===== src/rtl/fetch_pc_ctrl_pkg.sv =====
// ---------------------------------------------------------------------------
// fetch_pc_ctrl_pkg
//   Shared definitions for the front-end fetch PC controller: the reset fetch
//   address, the controller state encoding and the small address helpers used
//   by the next-PC mux.
// ---------------------------------------------------------------------------
package fetch_pc_ctrl_pkg;

    // Default fetch address loaded on reset.
    localparam logic [31:0] PC_RESET = 32'h1C00_0000;

    // Controller states, held in a 2-bit state register.
    typedef enum logic [1:0] {
        FPC_BOOT = 2'b00,
        FPC_RUN  = 2'b01,
        FPC_IDLE = 2'b10
    } fpc_state_e;

    // Sequential successor of a fetch address: the fetch group is an aligned
    // 8-byte pair, so the next group starts at the next 8-byte boundary.
    // A PC in the upper word of a pair therefore advances by 4, otherwise by
    // 8, and the address wraps modulo 2^32.
    function automatic logic [31:0] seq_pc(input logic [31:0] pc);
        return {pc[31:3] + 29'd1, 3'b000};
    endfunction

    // Redirect targets are instruction addresses; the two low bits are
    // dropped so a malformed target still fetches a whole word.
    function automatic logic [31:0] word_align(input logic [31:0] addr);
        return {addr[31:2], 2'b00};
    endfunction

endpackage : fetch_pc_ctrl_pkg


===== src/rtl/fetch_pc_ctrl.sv =====
// ---------------------------------------------------------------------------
// fetch_pc_ctrl
//   Generates the fetch address for the IF0/IF1 stages. After reset the
//   controller spends one cycle in BOOT, then fetches sequential 8-byte
//   groups in RUN, accepting exception and branch redirects, and parks in
//   IDLE after an IDLE instruction until an interrupt wake-up or exception.
//
// Ports
//   clk          in   1   sole clock, all state on rising edge
//   rstn         in   1   asynchronous active-low reset
//   if0_ready    in   1   IF0/IF1 can accept a fetch this cycle
//   stall        in   1   front-end stall, fetch does not advance
//   exc_flush    in   1   exception / ertn redirect
//   exc_target   in  32   exception redirect target
//   br_flush     in   1   branch-mispredict redirect
//   br_target    in  32   branch redirect target
//   idle_req     in   1   IDLE instruction retiring, enter IDLE
//   wake         in   1   interrupt wake-up from IDLE
//   if0_valid    out  1   fetch_pc is a valid fetch request this cycle
//   fetch_pc     out 32   current fetch address
//   pc_next      out 32   sequential successor of fetch_pc
//   flush        out  1   clear the stage registers downstream
//   flush_cause  out  1   1 = exception flush, 0 = branch flush
// ---------------------------------------------------------------------------
module fetch_pc_ctrl
    import fetch_pc_ctrl_pkg::*;
#(
    parameter logic [31:0] PC_RST = PC_RESET
) (
    input  logic        clk,
    input  logic        rstn,
    input  logic        if0_ready,
    input  logic        stall,
    input  logic        exc_flush,
    input  logic [31:0] exc_target,
    input  logic        br_flush,
    input  logic [31:0] br_target,
    input  logic        idle_req,
    input  logic        wake,
    output logic        if0_valid,
    output logic [31:0] fetch_pc,
    output logic [31:0] pc_next,
    output logic        flush,
    output logic        flush_cause
);

    fpc_state_e  state_q, state_d;
    logic [31:0] fetch_pc_q, fetch_pc_d;
    logic        fire;

    // ------------------------------------------------------------------
    // Combinational outputs. A redirect in flight suppresses the fetch of
    // the stale address in the same cycle.
    // ------------------------------------------------------------------
    assign flush       = exc_flush | br_flush;
    assign flush_cause = exc_flush;
    assign pc_next     = seq_pc(fetch_pc_q);
    assign fetch_pc    = fetch_pc_q;
    assign if0_valid   = (state_q == FPC_RUN) & ~stall & ~flush;
    assign fire        = if0_valid & if0_ready;

    // ------------------------------------------------------------------
    // Next-state and next-PC selection. Exception redirect outranks every
    // other request; branch redirects and idle requests only matter in RUN.
    // ------------------------------------------------------------------
    always_comb begin
        // NOTE: every variable gets a default first so no path leaves it
        // unassigned, which would otherwise infer a latch.
        state_d    = state_q;
        fetch_pc_d = fetch_pc_q;

        unique case (state_q)
            FPC_BOOT: begin
                state_d = FPC_RUN;
                if (exc_flush) begin
                    fetch_pc_d = word_align(exc_target);
                end
            end

            FPC_RUN: begin
                if (exc_flush) begin
                    fetch_pc_d = word_align(exc_target);
                end else begin
                    if (br_flush) begin
                        fetch_pc_d = word_align(br_target);
                    end else if (fire) begin
                        fetch_pc_d = pc_next;
                    end
                    // The branch target still lands even when idling, so
                    // the wake-up resumes from the corrected path.
                    if (idle_req) begin
                        state_d = FPC_IDLE;
                    end
                end
            end

            FPC_IDLE: begin
                if (exc_flush) begin
                    fetch_pc_d = word_align(exc_target);
                    state_d    = FPC_RUN;
                end else if (wake) begin
                    state_d = FPC_RUN;
                end
            end

            default: begin
                // Unused encoding: restart cleanly as after reset.
                state_d    = FPC_BOOT;
                fetch_pc_d = PC_RST;
            end
        endcase
    end

    // ------------------------------------------------------------------
    // State register. Reset drops any pending fetch or idle; nothing about
    // a redirect is held across cycles, so none can survive reset.
    // ------------------------------------------------------------------
    always_ff @(posedge clk or negedge rstn) begin
        if (!rstn) begin
            state_q    <= FPC_BOOT;
            fetch_pc_q <= PC_RST;
        end else begin
            // NOTE: non-blocking assignments here so every register samples
            // values from before the edge, independent of statement order.
            state_q    <= state_d;
            fetch_pc_q <= fetch_pc_d;
        end
    end

endmodule : fetch_pc_ctrl


===== config.mk =====
export PLATFORM = sky130hd
export DESIGN_NAME = fetch_pc_ctrl
export DESIGN_NICKNAME = d
export VERILOG_FILES = /design/src/rtl/fetch_pc_ctrl_pkg.sv /design/src/rtl/fetch_pc_ctrl.sv
export SDC_FILE = /design/constraint.sdc
export NUM_CORES = 1
export LEC_CHECK = 0
export CORE_UTILIZATION = 42
export DETAILED_ROUTE_END_ITERATION = 6
export PLACE_DENSITY = 0.88
export SKIP_CTS_REPAIR_TIMING = 1
export SYNTH_ARGS = -nofsm -noshare
export SYNTH_HDL_FRONTEND = slang
export SYNTH_SLANG_ARGS = --single-unit

===== constraint.sdc =====
create_clock -name clk -period 2.9 [get_ports clk]
set_clock_uncertainty 0.05 [all_clocks]
set_input_delay 0.58 -clock clk [delete_from_list [all_inputs] [get_ports clk]]
set_output_delay 0.58 -clock clk [all_outputs]
set_load 0.01 [all_outputs]

# [After elaboration in Yosys (flattened, before gate mapping)]
# Cells that the tools add are included.
[op_classes] n_bitwise=6 n_eq_ne=7 reduce_logical=4 add_sub_neg=1 muxes=10
[ops] operator="$mux W32" n=4
[ops] operator="$pmux W32 S2" n=1
[ops] operator="$add A29 B1 Y29 const B" n=1
[ops] operator="$mux W2" n=4
[ops] operator="$pmux W2 S3" n=1
[ops] operator="$ne A2 B2 Y1 const B" n=2
[ops] operator="$ne A4 B4 Y1 const B" n=1
[ops] operator="$and A1 B1 Y1" n=3
[ops] operator="$ne A3 B3 Y1 const B" n=1
[ops] operator="$reduce_and A3 Y1" n=1
[ops] operator="$eq A2 B1 Y1 const B" n=1
[ops] operator="$eq A2 B2 Y1 const B" n=1
[ops] operator="$logic_not A2 Y1" n=1
[ops] operator="$ne A2 B1 Y1 const B" n=1
[ops] operator="$not A1 Y1" n=2
[ops] operator="$reduce_and A2 Y1" n=1
[ops] operator="$reduce_or A2 Y1" n=1
[ops] operator="$or A1 B1 Y1" n=1
[totals] register_bits=34 input_bits=72 wordCells=30

# [Logic depth before layout (Yosys ltp)]
[logic_depth] ltp_word=8 depth_mapped=8

# [Worst setup path after synthesis]
# No wires, ideal clock.
[synth_path] path_type="register -> output" from="register fetch_pc_q[14], in the netlist fetch_pc[14]" to="output port pc_next[25]" required_ns=2.270 path_buffers=1 stages_incl_launch_ff=6 arrival_ns=1.880 path_slack_ns=0.390 path_cell_list="dfrtp_1 -> buf_2 -> nand4_1 -> or4_4 -> or3_4 -> xnor2_1"
[synth_via] elab_chain_len=1
[synth_lines] item="from (decl)" line_no="fetch_pc_ctrl.sv:48" rtl="logic [31:0] fetch_pc_q, fetch_pc_d;"
[synth_lines] item="from (signal assigned)" line_no="fetch_pc_ctrl.sv:126" rtl="fetch_pc_q <= fetch_pc_d;"
[synth_lines] item="$add A29 B1 Y29" line_no="fetch_pc_ctrl_pkg.sv:24" rtl="return {pc[31:3] + 29'd1, 3'b000};"
[synth_lines] item="to (decl)" line_no="fetch_pc_ctrl.sv:42" rtl="output logic [31:0] pc_next,"
# Every way passes these cells.

# [Worst setup path in the final report]
[layout_path] from="register fetch_pc_q[3], in the netlist fetch_pc[3]" to="output port pc_next[13]"
# The elaborated chain is that of the path after synthesis.

==> results.toml <==
[floorplanning]
core-area_um2 = 6870
ios = 139
initial_core_util = 0.438
die_w_um = 86.6
die-area_um2 = 7500
fp.dieH_um = 86.6
rows = 30

[routing]
wire_per_inst_um = 19.3
viasPerCell = 6.23
drtPass1Iterations = 5
drc = 0
wirelength_mm = 12.7
ant_nets = 0
drt-initial-drc-count = 468
num_vias = 4099

[global_routing]
grt_pass1_vias = 3995
grt_start_max_net_pins = 33
grt_use_total = 0.323
grt_pass1_wl_mm = 18.7
antenna_found_initial = 0
overflow = 0

[setup_path]
required_ns = 2.27
crit_type = "reg -> out"
critPathMaxFanout = 7
start_kind = "register"
cp.arrival_ns = 2.23
cp-end-kind = "output port"

[pwr]
p_sw_mw = 0.941
clkPwrFrac = 0.162
p_leak_nw = 2.16
peakVddDrop_mv = 0.288
power_density_nw_per_um2 = 492
total_power_mw = 2.42
p_int_mw = 1.48
swShare = 0.388
p_seq_frac = 0.279
p_comb_frac = 0.560

[placed_design]
gp_congestion = 0.932
hpwl_mm = 8.95
port_buffers = 129

[synthesis]
ys_ff_latch = 32
yosysUniqueCellTypes = 68
ys.flop_type = "dfrtp_1"
synth-edff-count = 0
synthSimpleGateAreaFrac = 0.250
synth_seq_area_share = 0.267
synth-adder-area-share = 0.00832
synth_top_area_cell = "dfrtp_1"
synth_top_family_by_area = "compound AO/OA/AOI/OAI gates"
yosys-top-cells-count = "41 x nand2_1, 35 x nor2_1, 33 x o21ai_0"
yosysTopAreaCellShare = 0.241
syn_area_per_cell_um2 = 7.60
synth_mux_area_frac = 0.0171
synth.most_common_cell = "nand2_1"
yosysWarningCount = 0
netlist_instances = 396
synthArstFlopShare = 1.00
synthTopCellsByArea = "dfrtp_1 24%, xnor2_1 5.5%, o21ai_0 5.5%"
syn_area_um2 = 3010
synth_compound_area_frac = 0.306
yosys.area_share.xor_xnor = 0.0786

[sta]
min_period_ns = 2.86
hold_viol_final = 0
maxSlewHeadroom = 0.517
finalCritPeriodShare = 0.986
drv_slew = 0
worstMarginPinSlew_ns = 0.720
fmax_ghz = 0.350
report.final.setup_viol = 0

[clock_tree]
root_buffer = "clkbuf_8"
insertion_delay_ns = 0.29
cts_sinks = 32
clockBufferDepth = 2
htreeDepth = 2
tritoncts = "built"
cts_inserted_buffers = 5
path_clk_slew_ns = 0.07

[layout]
n_antenna_cell = 0
area_growth_pct = 63.7
drive_gt1_frac = 0.174
final_nets = 635
fin_util = 0.717
fillers = 510

[min_path]
hold_path_class = "reg -> reg"

[status]
status = "finished clean"

[run]
drv_cap = 0
-- layout make-up --
type | instances | area, um^2 | share of cell area
Tap cell | 96 | 120 | 0.0244
Multi-Input combinational cell | 320 | 2060 | 0.418
Timing Repair Buffer | 189 | 1790 | 0.363
Sequential cell | 32 | 810 | 0.164
Clock buffer | 8 | 100 | 0.0203
Inverter | 13 | 48.8 | 0.00991
-- critical path: stages (launching register included) --
cell             delay [ns]
dfrtp_2                0.43
ha_1                   0.21
and3_1                 0.25
nand2_1                0.09
nor2_1                 0.12
xor2_1                 0.24
clkdlybuf4s50_1        0.59
-- cell usage in the layout (no fill, tap or decap), types with 5 or more instances in the layout --
master / count
buf_4: 60
dlymetal6s2s_1: 18
xnor2_1: 19
a31oi_1: 10
o31ai_1: 5
xor2_1: 8
nand2_1: 41
clkdlybuf4s50_1: 111
a2bb2oi_1: 7
conb_1: 5
dfrtp_1: 25
a21oi_1: 24
clkbuf_8: 7
o21ai_0: 33
nand3_1: 17
nand2b_1: 11
o221ai_1: 7
nand4_1: 10
inv_1: 13
nor2_1: 34
-- per-layer routing --
layer,global-route usage,wire (um)
met4,0.135,423
met2,0.551,6100
met5,0,0
met3,0.0705,1540
met1,0.393,4640
-- sequential cells by signal, indices dropped and copies added (netlist names) --
signal	cells
fetch_pc	30
state_q	2
-- cell families after synthesis --
kind of cell,after synthesis
fa+ha+maj,2
flops,32
xor+xnor,27
buf+inv,48
compound gates,134
other cells,1
simple gates,147
mux,5
-- power groups by stage --
| stage | registers, mW | clock network (mW) | logic, mW |
|---|---|---|---|
| floorplan | 0.711 | 0 | 0.551 |
| global placement | 0.668 | 0 | 1.29 |
| detailed placement | 0.675 | 0 | 1.32 |
| CTS | 0.667 | 0.391 | 1.32 |
| global route | 0.684 | 0.413 | 1.44 |
| finish | 0.676 | 0.392 | 1.36 |
-- per-stage QoR --
step	cell area [um^2]	hold slack (ns)	setup TNS (ns)	setup WS, ns	std cells
after floorplan	3020	0.234	0	0.390	400
after global placement	4630	0.428	0	0.114	638
after detailed placement	4630	0.473	0	0.104	638
after CTS	4730	0.487	-1.65	-0.235	646
after global routing	4920	0.534	-0.00359	-0.00359	658
final	4920	0.504	0	0.0400	658
-- worst paths after layout --
check / start / to / slack (ns) / depth (start not counted)
max: fetch_pc[3]$_DFFE_PN0P_ / pc_next[13] / 0.04 / 6
min: fetch_pc[28]$_DFFE_PN1P_ / fetch_pc[28]$_DFFE_PN1P_ / 0.50 / 2
max reg2reg: state_q[0]$_DFFE_PN0P_ / fetch_pc[25]$_DFFE_PN0P_ / 0.43 / 6
min reg2reg: fetch_pc[28]$_DFFE_PN1P_ / fetch_pc[28]$_DFFE_PN1P_ / 0.50 / 2
max in group asynchronous: rstn / fetch_pc[3]$_DFFE_PN0P_ / 1.81 / 2
min in group asynchronous: rstn / fetch_pc[2]$_DFFE_PN0P_ / 0.64 / 2
Note: power is estimated with default switching activity, not from simulation.
